$ cat config.mk
export PLATFORM = sky130hd
export DESIGN_NAME = operand_fetch_stage
export DESIGN_NICKNAME = d
export VERILOG_FILES = /design/src/rtl/operand_fetch_stage.sv
export SDC_FILE = /design/constraint.sdc
export NUM_CORES = 2
export LEC_CHECK = 0
export CORE_ASPECT_RATIO = 1.75
export CORE_MARGIN = 5
export CORE_UTILIZATION = 30
export CTS_CLUSTER_DIAMETER = 100
export DETAILED_ROUTE_END_ITERATION = 8
export SETUP_SLACK_MARGIN = 0.4
export SLEW_MARGIN = 20
export SYNTH_ARGS = -nofsm -noshare
export SYNTH_HDL_FRONTEND = slang
export SYNTH_SLANG_ARGS = --single-unit
$ cat constraint.sdc
create_clock -name clk -period 88.3 [get_ports clk]
set_input_delay 17.66 -clock clk [delete_from_list [all_inputs] [get_ports clk]]
set_output_delay 17.66 -clock clk [all_outputs]
set_load 0.03 [all_outputs]
$ cat src/rtl/operand_fetch_stage.sv
// Decode-to-execute operand fetch: 32x32 register file with write-back bypass,
// operand B mux, and a single-entry pipeline register driving the ALU.
module operand_fetch_stage #(
  parameter int XLEN = 32,
  parameter int NREG = 32,
  parameter int AW   = 5
) (
  input  logic            clk,
  input  logic            rst,
  input  logic            in_valid,
  output logic            in_ready,
  input  logic [AW-1:0]   in_rs1,
  input  logic [AW-1:0]   in_rs2,
  input  logic [AW-1:0]   in_rd,
  input  logic [XLEN-1:0] in_imm,
  input  logic            in_use_imm,
  input  logic [3:0]      in_opsel,
  input  logic            wb_en,
  input  logic [AW-1:0]   wb_rd,
  input  logic [XLEN-1:0] wb_data,
  input  logic            flush,
  output logic            out_valid,
  input  logic            out_ready,
  output logic [XLEN-1:0] A,
  output logic [XLEN-1:0] B,
  output logic [3:0]      Opsel,
  output logic [AW-1:0]   out_rd
);

  logic [XLEN-1:0] r_rf [NREG];

  logic            r_vld_p1;
  logic [XLEN-1:0] r_a_p1;
  logic [XLEN-1:0] r_b_p1;
  logic [3:0]      r_opsel_p1;
  logic [AW-1:0]   r_rd_p1;
  logic [AW-1:0]   r_rs1_p1;
  logic [AW-1:0]   r_rs2_p1;
  logic            r_use_imm_p1;

  logic            w_wb_hit;
  logic            w_accept;
  logic [XLEN-1:0] w_rs1_val_p0;
  logic [XLEN-1:0] w_rs2_val_p0;
  logic [XLEN-1:0] w_b_sel_p0;

  // x0 reads as zero; a write landing this cycle on the same index wins over the array.
  function automatic logic [XLEN-1:0] read_bypass(
    input logic [AW-1:0]   idx,
    input logic [XLEN-1:0] arr_val,
    input logic            we,
    input logic [AW-1:0]   wrd,
    input logic [XLEN-1:0] wdata
  );
    logic [XLEN-1:0] v;
    if (idx == '0)
      v = '0;
    else if (we && (wrd == idx))
      v = wdata;
    else
      v = arr_val;
    return v;
  endfunction

  assign w_wb_hit     = wb_en && (wb_rd != '0);
  assign w_rs1_val_p0 = read_bypass(in_rs1, r_rf[in_rs1], wb_en, wb_rd, wb_data);
  assign w_rs2_val_p0 = read_bypass(in_rs2, r_rf[in_rs2], wb_en, wb_rd, wb_data);
  assign w_b_sel_p0   = in_use_imm ? in_imm : w_rs2_val_p0;

  assign in_ready = !flush && (!r_vld_p1 || out_ready);
  assign w_accept = in_valid && in_ready;

  always_ff @(posedge clk or posedge rst) begin
    if (rst) begin
      for (int i = 0; i < NREG; i++)
        r_rf[i] <= '0;
    end else if (w_wb_hit) begin
      r_rf[wb_rd] <= wb_data;
    end
  end

  // ---- p0 -> p1: operand capture, drain, and in-place refresh while stalled ----
  always_ff @(posedge clk or posedge rst) begin
    if (rst) begin
      r_vld_p1     <= 1'b0;
      r_a_p1       <= '0;
      r_b_p1       <= '0;
      r_opsel_p1   <= 4'b0000;
      r_rd_p1      <= '0;
      r_rs1_p1     <= '0;
      r_rs2_p1     <= '0;
      r_use_imm_p1 <= 1'b0;
    end else if (flush) begin
      r_vld_p1 <= 1'b0;
    end else if (w_accept) begin
      r_vld_p1     <= 1'b1;
      r_a_p1       <= w_rs1_val_p0;
      r_b_p1       <= w_b_sel_p0;
      r_opsel_p1   <= in_opsel;
      r_rd_p1      <= in_rd;
      r_rs1_p1     <= in_rs1;
      r_rs2_p1     <= in_rs2;
      r_use_imm_p1 <= in_use_imm;
    end else if (r_vld_p1 && out_ready) begin
      r_vld_p1 <= 1'b0;
    end else if (r_vld_p1 && w_wb_hit) begin
      if (wb_rd == r_rs1_p1)
        r_a_p1 <= wb_data;
      if (!r_use_imm_p1 && (wb_rd == r_rs2_p1))
        r_b_p1 <= wb_data;
    end
  end

  assign out_valid = r_vld_p1;
  assign A         = r_a_p1;
  assign B         = r_b_p1;
  assign Opsel     = r_opsel_p1;
  assign out_rd    = r_rd_p1;

endmodule

* After elaboration in Yosys (flattened, before gate mapping)
Index checks and enable logic that the tools add are counted.
** Operators by class
- $lt $le $gt $ge :: 4
- Equal/unequal tests :: 5
- Mux-type cells :: 25
- Bitwise logic cells :: 4
- Reduce and logical (&&, ||, !) cells :: 23
** Operator list (number)
- $bwmux W1024 :: 1
- $mux W32 :: 18
- $bmux W32 S5 :: 2
- $demux W32 S5 :: 1
- $eq A5 B5 Y1 :: 4
- $ge A6 B6 Y1 const B :: 3
- $not A5 Y6 :: 3
- $logic_not A5 Y1 :: 2
- $logic_and A1 B1 Y1 :: 9
- $reduce_and A4 Y1 :: 2
- $lt A6 B1 Y1 const B :: 1
- $reduce_bool A2 Y1 :: 3
- $reduce_bool A5 Y1 :: 1
- $logic_not A1 Y1 :: 3
- $mux W1 :: 3
- $reduce_bool A3 Y1 :: 1
- $ne A2 B2 Y1 const B :: 1
- $reduce_and A2 Y1 :: 1
- $logic_or A1 B1 Y1 :: 1
- $not A1 Y1 :: 1
** Word-level totals
- Register bits after elaboration :: 1109
- Bits of input ports :: 95
- Output and inout bits :: 75
- Logic and storage cells :: 101

* Logic depth before layout (Yosys ltp)
- Depth after elaboration :: 8
- Depth in mapped cells :: 11
- Gate-level depth less buffers :: 6

* Worst setup path before layout
Ideal clock, no wire load.
- Kind :: input to output
- Start point :: input port out_ready
- End point :: output port in_ready
- Arrival :: 18122 ps
- Data required time :: 70640 ps
- Slack :: 52518 ps
- Cell stages on the path :: 2
- Buffers on the path :: 0
- Cell sequence :: nor2b_1 > nor2_1
** On the way
- Longest elaborated chain between the ends :: 2
** Ends and longest elaborated chain
- start: declaration :: line 23 : input logic out_ready,
- $logic_or A1 B1 Y1 :: line 70 : assign in_ready = !flush && (!r_vld_p1 || out_ready);
- $logic_and A1 B1 Y1 :: line 70
- end: declaration :: line 11 : output logic in_ready,
No other way between the ends.

* Worst setup path after layout
Same ends and word-level chain as after synthesis.

==> results_dict.tcl <==
set metrics [dict create \
    drc_errors 0 \
    final_max_slew_viol_count 0 \
    fmax_ghz 0.0272 \
    min_period_ps 36730 \
    track_usage_pct 18.7 \
    ys_seq_area_share_pct 47.1 \
    p_clk_share_pct 33.8 \
    required_ps 70640 \
    clk_pin_slew_ps 60 \
    numCtsBuffers 110 \
    synthCells 3946 \
    io_buffers 169 \
    relSlewSlack_pct 27.5 \
    grt_pass1_wl_um 284000 \
    end_kind "output port" \
    ys.flop_type "dfrtp_1" \
    synth_top_area_cell "dfrtp_1" \
    fin_skew_ps 35.4 \
    postCtsResizedCells 0 \
    dr.first_iter.drc_count 3333 \
    cts_htree_levels 3 \
    layout_common_cells "dfrtp_1, mux2_2, mux4_2" \
    crit_type "in -> out" \
    p_seq_share_pct 44.8 \
    yosys_warnings 0 \
    die_area_um2 206000 \
    hold_path_class "reg -> reg" \
    synthArstFlopShare_pct 100 \
    synth_top_area_share_pct 47.1 \
    fin_nets 3984 \
    routed_wl_um 195000 \
    drt_pass1_iterations 6 \
    cts_tree "done" \
    rows 215 \
    ios 170 \
    antenna_found_initial 13 \
    start_util_pct 30.1 \
    gp_congestion 0.785 \
    total_power_mw 1.51 \
    cp-start-kind "primary input" \
    area_delta_synth_final_pct 13.7 \
    cts.path.max_buffers 3 \
    cp_max_fo 4 \
    syn-cell-area_um2 58900 \
    hpwl_um 112000 \
    via_per_inst 5.71 \
    place_ws_ps 51580 \
    rsz0062_at_grt "no" \
    die_w_um 345 \
    swShare_pct 28.0 \
    finalCritPeriodShare_pct 41.6 \
    postRouteAntennaNets 0 \
    cap_violations 0 \
    cts_hold_buf 0 \
    rr_worst_depth 8 \
    ir_drop_v 0.0000179 \
    status "finished, final reports clean" \
    fp.coreArea_um2 196000 \
    synth_area_leaders "dfrtp_1, mux4_2, mux2_2" \
    cts_sinks 1109 \
    worst_pin_slew_ps 1090 \
    dr_total_vias 37611 \
    p_leak_nw 27.9 \
    internal-power_mw 1.09 \
    worst_slack_ps 51570 \
    ys_ff_latch 1109 \
    synthesis.nets 4041 \
    synth.distinct_cells 53 \
    cts_setup_buffers 0 \
    critPathArrivalTime_ps 19070 \
    final_common_cell "dfrtp_1" \
    p_per_area_nw_per_um2 22.5 \
    power.share.combinational_pct 21.4 \
    fin_setup_tns_ps 0 \
    post_drt_wl_per_cell_um 29.6 \
    synth_edf_count 0 \
    drive_above_1_share_pct 48.5 \
    whs_path_depth 0 \
    cts_root_buffer "clkbuf_16" \
    grt_max_degree 177 \
    hold_violations 0 \
    grt_pass1_vias 39322 \
    p_switching_uw 422 \
    grt_remaining_overflow 0 \
    dieHeight_um 596 \
    setup_viol 0 \
    clkLatencyLatePin_ps 740 \
    syn_area_per_cell_um2 14.9 \
]
==> registers in the layout, summed over array words and instances, names as in the netlist <==
name,flops
A,32
B,32
Opsel,4
out_rd,5
out_valid,1
r_rf,1024
r_rs1_p1,5
r_rs2_p1,5
r_use_imm_p1,1
==> worst max-delay path: stages <==
cell and delay (ps):
clkdlybuf4s50_1 430, nor2b_1 290, nor2_1 80, clkdlybuf4s50_1 600
==> synthesized netlist by cell type, drive strengths merged, types with 2 or more instances <==
cell type / n
nor2b: 35
and3: 2
a21o: 3
a21oi: 59
a32oi: 2
inv: 5
a221oi: 49
buf: 218
a211oi: 50
a22o: 2
o2111ai: 8
a2111oi: 2
o211ai: 14
and2: 6
nor4: 4
or2: 2
mux2: 1037
a222oi: 5
a22oi: 17
nand2: 104
mux2i: 164
a311o: 2
nand2b: 12
nor3: 7
o22ai: 17
xor2: 10
or3: 4
a31oi: 3
nor2: 57
o221ai: 38
nor3b: 5
xnor2: 10
nand4: 6
dfrtp: 1109
o21ai: 60
mux4: 528
clkbuf: 239
nand3: 42
==> power by group through the flow <==
stage | Combinational (mW) | Sequential, mW | Clock (mW)
finish | 0.323 | 0.676 | 0.510
CTS | 0.325 | 0.674 | 0.521
detailed placement | 0.324 | 0.683 | 0
global route | 0.345 | 0.687 | 0.539
floorplan | 0.234 | 0.671 | 0
global placement | 0.318 | 0.677 | 0
==> per-stage QoR <==
step | hold WS, ps | instance area (um2) | std cells | util, %
finish | 396 | 67000 | 6591 | 34.2
global route | 409 | 67000 | 6589 | 34.2
CTS | 399 | 67000 | 6588 | 34.2
detailed placement | 384 | 63000 | 6381 | 32.2
global placement | 374 | 63000 | 6380 | 32.2
floorplan | 438 | 58900 | 3946 | -
==> worst paths after layout <==
kind / start / endpoint / slack (ps)
max: out_ready / in_ready / 51570
min: r_rf[993] / r_rf[993] / 400
max reg2reg: out_valid / B[30] / 85280
min reg2reg: r_rf[993] / r_rf[993] / 400
max in group asynchronous: rst / r_rf[962] / 67500
min in group asynchronous: rst / r_rf[429] / 17610
==> routing by layer <==
metal | part of all wire (%) | GRT usage (%) | vias to the layer above
met5 | 0.029 | 0 | -
li1 | - | - | 15140
met3 | 7.3 | 3.76 | 354
met1 | 40 | 24.4 | 20611
met2 | 49 | 30.8 | 1496
met4 | 4.0 | 6.98 | 10
==> cell type report <==
cell class	count	area [um2]
Timing Repair Buffer	288	2680
Multi-Input combinational cell	2375	29300
Sequential cell	1109	27800
Fill cell	19013	129000
Tap cell	2604	3260
Clock buffer	158	3300
Antenna cell	3	7.51
Inverter	5	26.3
Clock inverter	49	624
==> kinds of logic (layout without fill, tap and decap cells) <==
group / Yosys count / after routing / share of synthesized area [%]
and+or+nand+nor: 289 / 289 / 2.32
other: 0 / 3 / 0
buffers and inverters: 462 / 500 / 3.48
muxes: 1729 / 1729 / 42.8
xor gates and xnor gates: 20 / 20 / 0.297
AOI/OAI and AO/OA: 337 / 337 / 4.01
DFF: 1109 / 1109 / 47.1
(Power assumes the default switching activity.)
